--- config.mk ---
export PLATFORM = sky130hd
export DESIGN_NAME = cpu_boot_seq
export DESIGN_NICKNAME = d
export VERILOG_FILES = /design/src/rtl/cpu_boot_seq.sv
export SDC_FILE = /design/constraint.sdc
export NUM_CORES = 1
export LEC_CHECK = 0
export BUFFER_PORTS_ARGS = -buffer_cell sky130_fd_sc_hd__buf_4
export CELL_PAD_IN_SITES_DETAIL_PLACEMENT = 2
export CELL_PAD_IN_SITES_GLOBAL_PLACEMENT = 2
export CORE_UTILIZATION = 31
export CTS_CLUSTER_DIAMETER = 200
export CTS_CLUSTER_SIZE = 40
export DETAILED_ROUTE_END_ITERATION = 6
export PLACE_DENSITY_LB_ADDON = 0.1
export SLEW_MARGIN = 20
export SYNTH_ARGS = -nofsm -noshare
export SYNTH_HDL_FRONTEND = slang
export SYNTH_SLANG_ARGS = --single-unit
--- constraint.sdc ---
create_clock -name clk -period 4.6 [get_ports clk]
set_input_delay 0.46 -clock clk [delete_from_list [all_inputs] [get_ports clk]]
set_output_delay 0.46 -clock clk [all_outputs]
set_load 0.005 [all_outputs]
--- src/rtl/cpu_boot_seq.sv ---
// cpu_boot_seq: multi-hart boot/run sequencer.
//   Holds every hart in reset for RST_HOLD cycles after an accepted start and
//   then releases the harts' active-low resets in order, one every STAGGER
//   cycles (all together when STAGGER is 0). Drives a per-hart reset vector,
//   counts RUN cycles, and ends the run on halt_req or, optionally, on a
//   cycle limit.
//
// Optional feature macro:
//   CPU_BOOT_SEQ_TIMEOUT_EN : when defined, RUN also ends after TIMEOUT cycles
//                             and the timeout flag is raised. When undefined,
//                             timeout is constant 0 and TIMEOUT has no effect.
//
// Ports:
//   clk         in   1                  system clock
//   rst         in   1                  synchronous, active-high reset
//   start       in   1                  start/restart pulse (taken in IDLE/DONE)
//   rtvec_base  in   PC_SIZE            hart-0 reset vector, latched on start
//   halt_req    in   1                  end-of-run request
//   hart_rst_n  out  NUM_HARTS          per-hart active-low core reset
//   pc_rtvec    out  NUM_HARTS*PC_SIZE  hart i vector at [i*PC_SIZE +: PC_SIZE]
//   run         out  1                  high while in RUN
//   done        out  1                  sticky end-of-run flag
//   timeout     out  1                  run ended by the cycle limit
//   cycle_cnt   out  32                 saturating RUN-cycle count

module cpu_boot_seq #(
    parameter int unsigned NUM_HARTS   = 2,
    parameter int unsigned PC_SIZE     = 32,
    parameter int unsigned RST_HOLD    = 4,
    parameter int unsigned STAGGER     = 3,
    parameter logic [31:0] HART_STRIDE = 32'h100,
    parameter int unsigned TIMEOUT     = 1000
) (
    input  logic                         clk,
    input  logic                         rst,
    input  logic                         start,
    input  logic [PC_SIZE-1:0]           rtvec_base,
    input  logic                         halt_req,
    output logic [NUM_HARTS-1:0]         hart_rst_n,
    output logic [NUM_HARTS*PC_SIZE-1:0] pc_rtvec,
    output logic                         run,
    output logic                         done,
    output logic                         timeout,
    output logic [31:0]                  cycle_cnt
);

    // Timer must be able to hold RST_HOLD and STAGGER-1.
    localparam int unsigned HOLD_MAX  = (RST_HOLD > STAGGER) ? RST_HOLD : STAGGER;
    localparam int unsigned TMR_W     = $clog2(HOLD_MAX + 1);
    localparam int unsigned IDX_W     = (NUM_HARTS > 1) ? $clog2(NUM_HARTS) : 1;
    localparam int unsigned STAG_LAST = (STAGGER > 0) ? (STAGGER - 1) : 0;

    // Every hart leaves reset on the same edge when there is nothing to stagger.
    localparam bit RELEASE_ALL = (STAGGER == 0) || (NUM_HARTS == 1);

    localparam logic [TMR_W-1:0] HOLD_END  = TMR_W'(RST_HOLD);
    localparam logic [TMR_W-1:0] STAG_END  = TMR_W'(STAG_LAST);
    localparam logic [IDX_W-1:0] LAST_IDX  = IDX_W'(NUM_HARTS - 1);
    localparam logic [31:0]      CNT_MAX   = 32'hFFFF_FFFF;

`ifdef CPU_BOOT_SEQ_TIMEOUT_EN
    localparam bit TIMEOUT_EN = 1'b1;
`else
    localparam bit TIMEOUT_EN = 1'b0;
`endif
    localparam logic [31:0] TIMEOUT_LAST = 32'(TIMEOUT - 1);

    typedef enum logic [2:0] {
        S_IDLE    = 3'd0,
        S_HOLD    = 3'd1,
        S_RELEASE = 3'd2,
        S_RUN     = 3'd3,
        S_DONE    = 3'd4
    } state_t;

    state_t           state;
    logic [TMR_W-1:0] timer;     // cycles spent in current HOLD / stagger slot
    logic [IDX_W-1:0] hart_idx;  // next hart to release while in RELEASE

    logic active_c;       // a run is in progress (halt_req is honoured)
    logic timeout_hit_c;  // this RUN cycle is the last one allowed
    logic stop_c;         // run ends at this edge

    assign active_c      = (state == S_HOLD) || (state == S_RELEASE) || (state == S_RUN);
    assign timeout_hit_c = TIMEOUT_EN && (state == S_RUN) && (cycle_cnt == TIMEOUT_LAST);
    assign stop_c        = active_c && (halt_req || timeout_hit_c);

    // Sequencer state, timers and all registered outputs.
    always_ff @(posedge clk) begin
        if (rst) begin
            state      <= S_IDLE;
            timer      <= '0;
            hart_idx   <= '0;
            hart_rst_n <= '0;
            pc_rtvec   <= '0;
            run        <= 1'b0;
            done       <= 1'b0;
            timeout    <= 1'b0;
            cycle_cnt  <= '0;
        end else begin
            // RUN counts every edge spent in RUN, including the one that leaves it.
            if ((state == S_RUN) && (cycle_cnt != CNT_MAX)) begin
                cycle_cnt <= cycle_cnt + 32'd1;
            end

            if (stop_c) begin
                // halt_req outranks both a pending release and the cycle limit.
                state      <= S_DONE;
                hart_rst_n <= '0;
                run        <= 1'b0;
                done       <= 1'b1;
                timeout    <= timeout_hit_c && !halt_req;
            end else begin
                unique case (state)
                    S_IDLE, S_DONE: begin
                        if (start) begin
                            // Vectors wrap modulo 2^PC_SIZE.
                            for (int i = 0; i < int'(NUM_HARTS); i++) begin
                                pc_rtvec[i*PC_SIZE +: PC_SIZE] <=
                                    rtvec_base + PC_SIZE'(64'(i) * 64'(HART_STRIDE));
                            end
                            cycle_cnt  <= '0;
                            done       <= 1'b0;
                            timeout    <= 1'b0;
                            hart_rst_n <= '0;
                            timer      <= '0;
                            hart_idx   <= '0;
                            state      <= S_HOLD;
                        end
                    end

                    S_HOLD: begin
                        // timer reaches RST_HOLD on the (RST_HOLD+1)th edge after start.
                        if (timer == HOLD_END) begin
                            timer <= '0;
                            if (RELEASE_ALL) begin
                                hart_rst_n <= '1;
                                run        <= 1'b1;
                                state      <= S_RUN;
                            end else begin
                                hart_rst_n <= NUM_HARTS'(1);
                                hart_idx   <= IDX_W'(1);
                                state      <= S_RELEASE;
                            end
                        end else begin
                            timer <= timer + TMR_W'(1);
                        end
                    end

                    S_RELEASE: begin
                        // One hart per STAGGER cycles; RUN starts with the last one.
                        if (timer == STAG_END) begin
                            timer      <= '0;
                            hart_rst_n <= hart_rst_n | (NUM_HARTS'(1) << hart_idx);
                            if (hart_idx == LAST_IDX) begin
                                run   <= 1'b1;
                                state <= S_RUN;
                            end else begin
                                hart_idx <= hart_idx + IDX_W'(1);
                            end
                        end else begin
                            timer <= timer + TMR_W'(1);
                        end
                    end

                    S_RUN: begin
                        // Counting handled above; leaving RUN handled by stop_c.
                    end

                    default: begin
                        state <= S_IDLE;
                    end
                endcase
            end
        end
    end

endmodule

Word level (Yosys, flattened, before mapping)
Cells that the tools add are included.

Register bits after elaboration: 107. Logic and storage cells: 76. Input bits: 36. Output and inout bits: 101.

Add/sub/neg operators: 4. Reductions and logical operators: 18. Bitwise gates (word level): 3. Mux-type cells: 25. Equal/unequal tests: 16. Shifts and indexed selects: 1.

Operators with widths (count): 32-bit two-way mux (4); 32-bit by 1-bit adder with 32-bit output (second input constant) (1); 32-bit by 9-bit adder with 32-bit output (second input constant) (1); 32-bit inequality test (second input constant) (1); 3-bit two-way mux (8); 5-bit AND reduction (3); 3-bit one-hot mux with 4 select lines (1); 3-bit by 2-bit equality test with 1-bit output (second input constant) (3); 3-bit one-hot mux with 3 select lines (1); 3-bit AND reduction (3); 3-bit equality test (second input constant) (2); 1-bit two-way mux (6); 2-bit two-way mux (3); 2-bit inequality test (second input constant) (3); 3-bit by 2-bit inequality test with 1-bit output (second input constant) (2); 3-bit inequality test (second input constant) (2); 2-bit one-hot mux with 3 select lines (1); 2-bit by 1-bit inequality test with 1-bit output (second input constant) (2); 4-bit AND reduction (1); 2-bit nonzero test (2); 2-bit OR reduction (2); 3-bit by 1-bit adder with 3-bit output (second input constant) (1); 3-bit by 1-bit equality test with 1-bit output (second input constant) (1); 3-bit zero test (1); 9 further kinds (12).

Depth between registers and ports, before layout
Gate-level depths: netlist (run 1).

Depth after elaboration: 6. Gate-level depth with buffers: 7. Depth with buffers taken out: 7.

Worst setup path after synthesis (run 1)
OpenSTA, ideal clock, no wires.

Path kind: flip-flop to flip-flop. Start: register cycle_cnt[4]. End: register cycle_cnt[27]. Setup time: 0.071 ns. Buffers on the path: 1. Clock period less this slack: 2.306 ns. Data required time: 4.529 ns. Arrival time: 2.236 ns. Slack: 2.294 ns. Cell stages (with the launch flop): 7. Path through: dfxtp_1 > nand4_4 > or4_4 > or4b_1 > buf_2 > or3_1 > a21oi_1.

Cells in the longest elaborated chain, start to end: 6. Elaborated cells on any way between the ends: 7. Classes of those cells: add/sub (1); eq/ne (1); mux (4); reduce/logical (1).

RTL lines: start, declared (line 44) `output logic [31:0] cycle_cnt`; start signal, assigned (line 103) `cycle_cnt <= cycle_cnt + 32'd1;`; parallel branches: the longest is 2 deep, another holds 32-bit by 1-bit adder with 32-bit output; 32-bit two-way mux * (line 102) `if ((state == S_RUN) && (cycle_cnt != CNT_MAX)) begin`; 32-bit two-way mux (line 116) `if (start) begin`; 32-bit two-way mux (line 114) `unique case (state)`; 32-bit two-way mux * (line 106) `if (stop_c) begin`.

Every way passes the cells marked *. A chain may end at the register's enable or synchronous reset.

Worst setup path after layout (run 1)
Same ends and word-level chain as after synthesis.

==> results.txt, run 1 <==
outcome -> completed
maximum fanout along the worst path -> 8
final setup vio count -> 0
Syn Nets -> 603
Setup CP Type -> register to register
# hold bufs at CTS -> 0
Synth Cell Area -> 4560 µm²
Total Routed Length -> 15500 µm
max-cap check violation count -> 0
CTS tree -> done
GR Overflow Total -> 0
pin count of the biggest net entering global routing -> 66
#FFs+latches synth -> 99
starting density of the core -> 32.4%
fmax -> 0.390 GHz
Vias -> 4515
RSZ-0062 raised after global routing -> no
Final Hold Fails -> 0
Site Rows -> 43
CP arrival -> 2.84 ns
Final Max Tran Viols -> 0
Final GP Congestion -> 0.741
# fillers -> 1605
DRT Pass-1 Iters -> 4
post-synthesis sequential area ratio -> 43.4%
I/O Buffers -> 135
Crit. End Element -> register
nets -> 714
Inserted Clock Buffers -> 9
worst rel slew slack -> 37.3%
number of flops mapped to enable cells by yosys -> 0
postcts setup bufs -> 0
vias in the first global route -> 4810
Synth cell types -> 54
Clock Sink Count -> 99
Internal -> 1.69 mW
period utilization -> 55.8%
switching fraction of total power -> 28.2%
P per Cell Area -> 392 nW/µm²
Worst Skew -> 0.00882 ns
vias per cell -> 5.27
Period minus WS final -> 2.56 ns
DRC violations left -> 0
Worst EP required -> 4.87 ns
clk slew on worst S/H paths -> 0.07 ns
CTS HTree Levels -> 3
clock group share of total power -> 37.8%
CP delay by family, top -> simple AND/OR/NAND/NOR gates
Post-CTS Resized -> 0
Die ar. -> 15200 µm²
DIE HEIGHT -> 123 µm
max incr delay on CP -> 0.66 ns
wire per inst -> 18.1 µm
drt first-iter violations -> 174
P_sw -> 664 µW
Area Overhead vs Synth -> 31.5%
CP Launch Type -> register
ratio of cells with drive above 1 in the final layout -> 25.1%
cells after synthesis -> 561
P_leak -> 2.34 nW
critical path, cell by cell -> nand4_4 -> or4_4 -> or4b_1 -> or3_1 -> a21oi_1
area share of the largest cell type after synthesis -> 43.4%
slowest CP cell -> or4b_1
antenna violations before repair -> 0
cell accounting for the most synthesized area -> dfxtp_1
Comb power frac -> 19.8%
Total Routing Usage GR -> 21.0%
WP buf/inv -> 0
HP Class -> input port to register
Core Area -> 14100 µm²
die width -> 123 µm
DRT antenna net count -> 0
Worst-Margin Slew -> 0.940 ns
DP HPWL -> 11000 µm
Ys Warns -> 0
final hold slack -> 0.329 ns
TNS Setup -> 0 ns
diode count -> 0
syn_area_per_cell -> 8.14 µm²
Primary FF master, synth -> dfxtp_1
Clk Tree Root Cell -> clkbuf_16
Seq pwr share -> 42.4%
clock latency at the later pin of the worst-skew pair -> 0.36 ns
first-pass GRT wire length -> 24600 µm
worst vdd ir -> 0.000177 V
maximum clock path buffer count -> 2
IO Count -> 137
Synth area leaders -> dfxtp_1, nand2_1, a21oi_1
ys async rst share -> 0%
==> power by group through the flow <==
stage               registers, mW  clock network [mW]  logic [mW]
floorplan                    1.00                   0       0.256
global placement             1.01                   0       0.458
detailed placement           1.02                   0       0.472
CTS                         0.999               0.919       0.478
global route                 1.01               0.944       0.527
finish                      0.997               0.889       0.466
==> cell usage in the layout, fill, tap and decap left out, types with 4 or more instances in the layout <==
master,synthesis,routed
nand4_1,9,9
o211ai_1,4,4
dfxtp_1,99,99
or4_1,7,7
o31ai_1,10,9
nor4_1,7,7
a21oi_1,62,62
clkbuf_16,0,9
inv_1,12,12
a211oi_1,23,23
ha_1,6,6
nand3_1,20,20
buf_4,9,139
and3_1,5,5
nor3_1,9,9
nor2b_1,4,4
nor2_1,45,45
nand2_1,91,91
xor2_1,12,12
xnor2_1,16,16
o21ai_0,18,18
or3_1,16,16
==> stage by stage <==
stage	cell area, µm²	utilization, %	power (mW)	setup slack [ns]	std cells
after CTS	6000	42.5	2.40	1.74	857
after global routing	6000	42.6	2.48	1.91	857
final	6000	42.6	2.35	2.04	857
after floorplan	4560	-	1.26	2.29	561
after detailed placement	5650	40.1	1.49	1.78	841
after global placement	5650	40.1	1.47	2.01	841
==> registers in the layout, summed over array words and instances, names as in the netlist <==
name and cells:
timer 3, pc_rtvec 56, run 1, state 3, hart_rst_n 2, hart_idx 1, cycle_cnt 32, done 1
==> worst reg2reg max path, stage by stage, from the launching register on <==
cell	delay, ns
dfxtp_1	0.48
nand4_4	0.18
or4_4	0.62
or4b_1	0.66
or3_1	0.40
a21oi_1	0.15
==> kinds of logic (layout without fill, tap and decap cells) <==
group	after synthesis	in the layout	synth area share [%]
AO/OA/AOI/OAI	131	131	17.4
XOR/XNOR	28	28	5.37
adder cells (fa/ha/maj)	6	6	1.64
buffers and inverters	51	167	4.96
flip-flops	99	99	43.4
multiplexers	2	2	0.439
other	1	1	0.0822
AND/OR/NAND/NOR	243	243	26.7
==> cell usage after synthesis, drive strengths merged, types with 2 or more instances <==
cell type,number
inv,12
xor2,12
nor3,9
buf,11
and2,3
a211oi,23
o21ai,18
nand2b,3
dfxtp,99
nor2b,4
and3,7
nand3,20
nor2,45
o211ai,4
nand4b,2
o2111ai,3
or2,3
nor3b,2
clkbuf,28
nand4,11
nor4,7
xnor2,16
and4,4
ha,6
nand2,91
a21oi,62
or4,9
mux2i,2
a311oi,2
o31ai,10
or3,19
==> final timing paths <==
kind | startpoint | to | slack, ns | depth (start not counted)
max | cycle_cnt[4] | cycle_cnt[27] | 2.04 | 5
max reg2reg | cycle_cnt[4] | cycle_cnt[27] | 2.04 | 5
min reg2reg | pc_rtvec[15] | pc_rtvec[15] | 0.46 | 2
min | halt_req | state[1] | 0.33 | 2
==> metal layers <==
layer  global-route usage (%)  up-vias  share of wire (%)
li1                         -     2195                  -
met1                     23.3     2225                 41
met2                     38.7       82                 53
met3                     5.26       13                5.3
met4                     6.93        0                1.3
met5                        0        -                  0
==> cell type report <==
class,count,area [µm²],share of cell area [%]
multi-input cells,411,2360,39.4
flip-flops and latches,99,1980,33.0
repair buffers,139,1040,17.4
clock buffers,11,243,4.05
well taps,180,225,3.75
clock inverters,5,100,1.67
inverters,12,45.0,0.751
Note: power is estimated with default switching activity, not from simulation.
==> run 2: changes to the inputs <==
CORE_UTILIZATION = 29   (was 31)
clock period = 2.53 ns   (was 4.6 ns; I/O delays follow)
==> results.txt, run 2 (synthesized netlist as in run 1, its figures left out) <==
outcome -> completed (unchanged)
CP Launch Type -> register (unchanged)
fin area -> 6080 µm² (was 6000 µm²)
CP arrival -> 2.63 ns (was 2.84 ns)
DIE HEIGHT -> 127 µm (was 123 µm)
Clock Sink Count -> 99 (unchanged)
Site Rows -> 45 (was 43)
HP Class -> input port to register (unchanged)
Comb power frac -> 22.3% (was 19.8%)
postcts setup bufs -> 0 (unchanged)
max-cap check violation count -> 0 (unchanged)
Inserted Clock Buffers -> 9 (unchanged)
Crit. End Element -> register (unchanged)
period utilization -> 93.2% (was 55.8%)
antenna violations before repair -> 0 (unchanged)
fmax -> 0.424 GHz (was 0.390 GHz)
pin count of the biggest net entering global routing -> 42 (was 66)
Clk Tree Root Cell -> clkbuf_16 (unchanged)
P_sw -> 1.19 mW (was 664 µW)
Final Core Density -> 39.9% (was 42.6%)
Period minus WS final -> 2.36 ns (was 2.56 ns)
Seq pwr share -> 44.5% (was 42.4%)
Reg2Reg Depth -> 5 (unchanged)
drt first-iter violations -> 94 (was 174)
GR Overflow Total -> 0 (unchanged)
maximum clock path buffer count -> 2 (unchanged)
Total Routing Usage GR -> 20.1% (was 21.0%)
starting density of the core -> 29.9% (was 32.4%)
commonest non-fill, non-tap cell in the layout -> buf_4 (unchanged)
TNS Setup -> 0 ns (unchanged)
first-pass GRT wire length -> 25500 µm (was 24600 µm)
# hold bufs at CTS -> 0 (unchanged)
final setup vio count -> 0 (unchanged)
Final Max Tran Viols -> 0 (unchanged)
IO Count -> 137 (unchanged)
I/O Buffers -> 135 (unchanged)
max reg flops -> 56 (unchanged)
clk slew on worst S/H paths -> 0.07 ns (about the same)
Worst EP required -> 2.80 ns (was 4.87 ns)
Area Overhead vs Synth -> 33.2% (was 31.5%)
DRT Pass-1 Iters -> 4 (unchanged)
diode count -> 0 (unchanged)
Setup CP Type -> register to register (unchanged)
Final GP Congestion -> 0.772 (was 0.741)
Hold Crit Depth -> 2 (unchanged)
DP Area -> 5800 µm² (was 5650 µm²)
Worst-Margin Slew -> 0.717 ns (was 0.940 ns)
CTS HTree Levels -> 3 (unchanged)
DRC violations left -> 0 (unchanged)
biggest regs -> pc_rtvec: 56 flops, cycle_cnt: 32 flops (unchanged)
CTS tree -> done (unchanged)
Largest Register -> pc_rtvec (unchanged)
P per Cell Area -> 662 nW/µm² (was 392 nW/µm²)
maximum fanout along the worst path -> 7 (was 8)
wire per inst -> 17.4 µm (was 18.1 µm)
Die ar. -> 16200 µm² (was 15200 µm²)
ratio of cells with drive above 1 in the final layout -> 26.5% (was 25.1%)
vias per cell -> 5.09 (was 5.27)
# fillers -> 1753 (was 1605)
clock group share of total power -> 33.2% (was 37.8%)
die width -> 127 µm (was 123 µm)
P_leak -> 2.38 nW (was 2.34 nW)
Vias -> 4582 (was 4515)
Final Hold Fails -> 0 (unchanged)
worst rel slew slack -> 52.1% (was 37.3%)
vias in the first global route -> 4892 (was 4810)
Total Routed Length -> 15600 µm (was 15500 µm)
worst vdd ir -> 0.000312 V (was 0.000177 V)
Worst Skew -> 0.00470 ns (was 0.00882 ns)
RSZ-0062 raised after global routing -> no (unchanged)
switching fraction of total power -> 29.6% (was 28.2%)
Core Area -> 15300 µm² (was 14100 µm²)
most frequent cells in the layout -> buf_4, dfxtp_1, nand2_1 (unchanged)
Internal -> 2.84 mW (was 1.69 mW)
Post-CTS Resized -> 0 (unchanged)
DRT antenna net count -> 0 (unchanged)
DP HPWL -> 11600 µm (was 11000 µm)
clock latency at the later pin of the worst-skew pair -> 0.34 ns (was 0.36 ns)
nets -> 728 (was 714)
-- run 2: cell types whose count changed in the layout (fill, tap and decap cells not counted) --
| cell | delta |
|---|---|
| o31ai_2 | -1 |
| o31ai_1 | +1 |
| buf_4 | +14 |
| or4b_4 | +1 |
| clkbuf_8 | +2 |
| bufinv_16 | -3 |
| or4b_1 | -1 |
-- run 2: layout make-up --
| type | count | area (µm²) | area share [%] |
|---|---|---|---|
| clock buffers | 13 | 270 | 4.44 |
| clock inverters | 2 | 10.0 | 0.165 |
| inverters | 12 | 45.0 | 0.741 |
| multi-input cells | 411 | 2360 | 38.8 |
| flip-flops and latches | 99 | 1980 | 32.6 |
| well taps | 211 | 264 | 4.34 |
| repair buffers | 153 | 1150 | 18.9 |
-- run 2: worst paths after layout --
| path | startpoint | end | slack, ns |
|---|---|---|---|
| max | cycle_cnt[9] | cycle_cnt[28] | 0.17 |
| min | halt_req | state[1] | 0.13 |
| max reg2reg | cycle_cnt[9] | cycle_cnt[28] | 0.17 |
| min reg2reg | pc_rtvec[14] | pc_rtvec[14] | 0.46 |
-- run 2: power groups by stage --
stage	clock [mW]	combinational (mW)	sequential [mW]
after floorplan	0	0.466	1.82
after global placement	0	0.879	1.82
after global routing	1.44	1.01	1.81
after detailed placement	0	0.912	1.83
after CTS	1.38	0.918	1.79
final	1.34	0.899	1.79
-- run 2: metrics by stage --
stage                     power (mW)  setup slack (ns)  std cells  hold WS, ns
after global placement          2.70             0.166        886        0.444
after global routing            4.26            0.0462        901        0.117
after detailed placement        2.74            0.0741        886        0.452
final                           4.03             0.172        901        0.127
after CTS                       4.09            0.0589        901        0.118
after floorplan                 2.29             0.224        561        0.332
-- run 2: routing by layer --
layer / vias up / GRT usage, % / routed length [µm]
met3: 22 / 4.52 / 767
met4: 0 / 8.19 / 342
li1: 2226 / - / -
met1: 2244 / 22.8 / 6480
met2: 90 / 36.1 / 8050
met5: - / 0 / 0
-- run 2: worst max-delay path, stage by stage (launching register included) --
cell and delay, ns:
dfxtp_1 0.44, nand4_1 0.21, or4_4 0.51, or3_2 0.52
or4_1 0.44, a21oi_1 0.18
==> run 3: changes to the inputs <==
RECOVER_POWER = 50   (was unset)
==> results.txt, run 3 (synthesized netlist as in run 1, its figures left out) <==
drt first-iter violations -> 105 (was 94)
Worst Skew -> 0.00575 ns (was 0.00470 ns)
Vias -> 4588 (was 4582)
CTS tree -> done (unchanged)
TNS Setup -> 0 ns (unchanged)
worst rel slew slack -> 51.9% (was 52.1%)
I/O Buffers -> 135 (unchanged)
max reg flops -> 56 (unchanged)
biggest regs -> pc_rtvec: 56 flops, cycle_cnt: 32 flops (unchanged)
vias per cell -> 5.09 (about the same)
Core Area -> 15300 µm² (unchanged)
DRT Pass-1 Iters -> 4 (unchanged)
P_leak -> 2.21 nW (was 2.38 nW)
IO Count -> 137 (unchanged)
Seq pwr share -> 44.9% (was 44.5%)
Worst EP required -> 2.80 ns (about the same)
clock group share of total power -> 33.6% (was 33.2%)
Largest Register -> pc_rtvec (unchanged)
Area Overhead vs Synth -> 30.6% (was 33.2%)
Site Rows -> 45 (unchanged)
starting density of the core -> 29.9% (unchanged)
DRC violations left -> 0 (unchanged)
Post-CTS Resized -> 0 (unchanged)
Crit. End Element -> register (unchanged)
Total Routing Usage GR -> 20.1% (unchanged)
DIE HEIGHT -> 127 µm (unchanged)
Clock Sink Count -> 99 (unchanged)
die width -> 127 µm (unchanged)
Clk Tree Root Cell -> clkbuf_16 (unchanged)
period utilization -> 93.2% (about the same)
wire per inst -> 17.3 µm (was 17.4 µm)
Comb power frac -> 21.5% (was 22.3%)
nets -> 728 (unchanged)
Setup CP Type -> register to register (unchanged)
ratio of cells with drive above 1 in the final layout -> 21.9% (was 26.5%)
Final GP Congestion -> 0.772 (unchanged)
clk slew on worst S/H paths -> 0.07 ns (about the same)
Total Routed Length -> 15600 µm (about the same)
final setup vio count -> 0 (unchanged)
P_sw -> 1.19 mW (about the same)
Period minus WS final -> 2.36 ns (about the same)
commonest non-fill, non-tap cell in the layout -> dfxtp_1 (was buf_4)
clock latency at the later pin of the worst-skew pair -> 0.34 ns (about the same)
GR Overflow Total -> 0 (unchanged)
RR Startpoint -> cycle_cnt[9] (unchanged)
HP Class -> input port to register (unchanged)
worst vdd ir -> 0.000316 V (was 0.000312 V)
most frequent cells in the layout -> dfxtp_1, nand2_1, clkbuf_4 (was buf_4, dfxtp_1, nand2_1)
max-cap check violation count -> 0 (unchanged)
DP HPWL -> 11600 µm (unchanged)
postcts setup bufs -> 0 (unchanged)
Final Max Tran Viols -> 0 (unchanged)
first-pass GRT wire length -> 25500 µm (unchanged)
vias in the first global route -> 4892 (unchanged)
CP arrival -> 2.63 ns (about the same)
maximum clock path buffer count -> 2 (unchanged)
Inst Count DP -> 886 (unchanged)
diode count -> 0 (unchanged)
critical path startpoint -> cycle_cnt[9] (unchanged)
# hold bufs at CTS -> 0 (unchanged)
Die ar. -> 16200 µm² (unchanged)
maximum fanout along the worst path -> 7 (unchanged)
outcome -> completed (unchanged)
Worst-Margin Slew -> 0.719 ns (was 0.717 ns)
fmax -> 0.424 GHz (about the same)
switching fraction of total power -> 29.9% (was 29.6%)
Cell Count, Final, Fillers Out -> 901 (unchanged)
DRT antenna net count -> 0 (unchanged)
Inserted Clock Buffers -> 9 (unchanged)
CP Launch Type -> register (unchanged)
P per Cell Area -> 667 nW/µm² (was 662 nW/µm²)
RSZ-0062 raised after global routing -> no (unchanged)
Final Hold Fails -> 0 (unchanged)
antenna violations before repair -> 0 (unchanged)
CTS HTree Levels -> 3 (unchanged)
pin count of the biggest net entering global routing -> 42 (unchanged)
Internal -> 2.79 mW (was 2.84 mW)
hold path startpoint -> halt_req (unchanged)
==> run 3: cell types whose count changed in the layout (fill, tap and decap cells not counted), sizes merged <==
cell,previous run,this run
clkbuf,13,112
buf,153,54
==> run 3: final timing paths <==
path,end,slack (ns),depth (start not counted)
hold reg to reg,pc_rtvec[14],0.46,2
hold / removal,state[1],0.13,2
setup / recovery,cycle_cnt[28],0.17,5
setup reg to reg,cycle_cnt[28],0.17,5
==> run 3: worst max-delay path, stage by stage, from the launching register on <==
cell,delay [ns]
dfxtp_1,0.44
nand4_1,0.21
or4_4,0.51
or3_2,0.52
or4_1,0.44
a21oi_1,0.18
==> run 3: per-layer routing <==
layer,track usage (%),wire [µm],vias to the layer above,part of all wire [%]
met4,8.19,342,0,2.2
li1,-,-,2225,-
met2,36.1,8060,92,52
met3,4.52,718,22,4.6
met1,22.8,6480,2249,42
met5,0,0,-,0
==> run 3: area by class of cell <==
class | count | area [µm²]
clock buffer | 13 | 270
clock inverter | 2 | 10.0
fill | 1783 | 9300
inverter | 12 | 45.0
multi-input combinational | 411 | 2360
sequential | 99 | 1980
tap | 211 | 264
timing repair buffer | 153 | 1030
==> run 3: metrics by stage <==
stage	area [µm²]	hold slack [ns]	utilization (%)	power (mW)	worst slack, ns
5_1_grt	5960	0.117	39.1	4.21	0.0492
2_1_floorplan	4560	0.332	-	2.29	0.224
3_5_place_dp	5800	0.452	38.0	2.74	0.0741
3_3_place_gp	5800	0.444	38.0	2.70	0.166
6_report	5960	0.127	39.1	3.98	0.171
4_1_cts	6080	0.118	39.8	4.09	0.0589
==> run 3: power groups by stage <==
stage | Sequential (mW) | Clock, mW | Combinational (mW)
floorplan | 1.82 | 0 | 0.466
global placement | 1.82 | 0 | 0.879
detailed placement | 1.83 | 0 | 0.912
CTS | 1.79 | 1.38 | 0.918
global route | 1.81 | 1.44 | 0.959
finish | 1.79 | 1.34 | 0.853
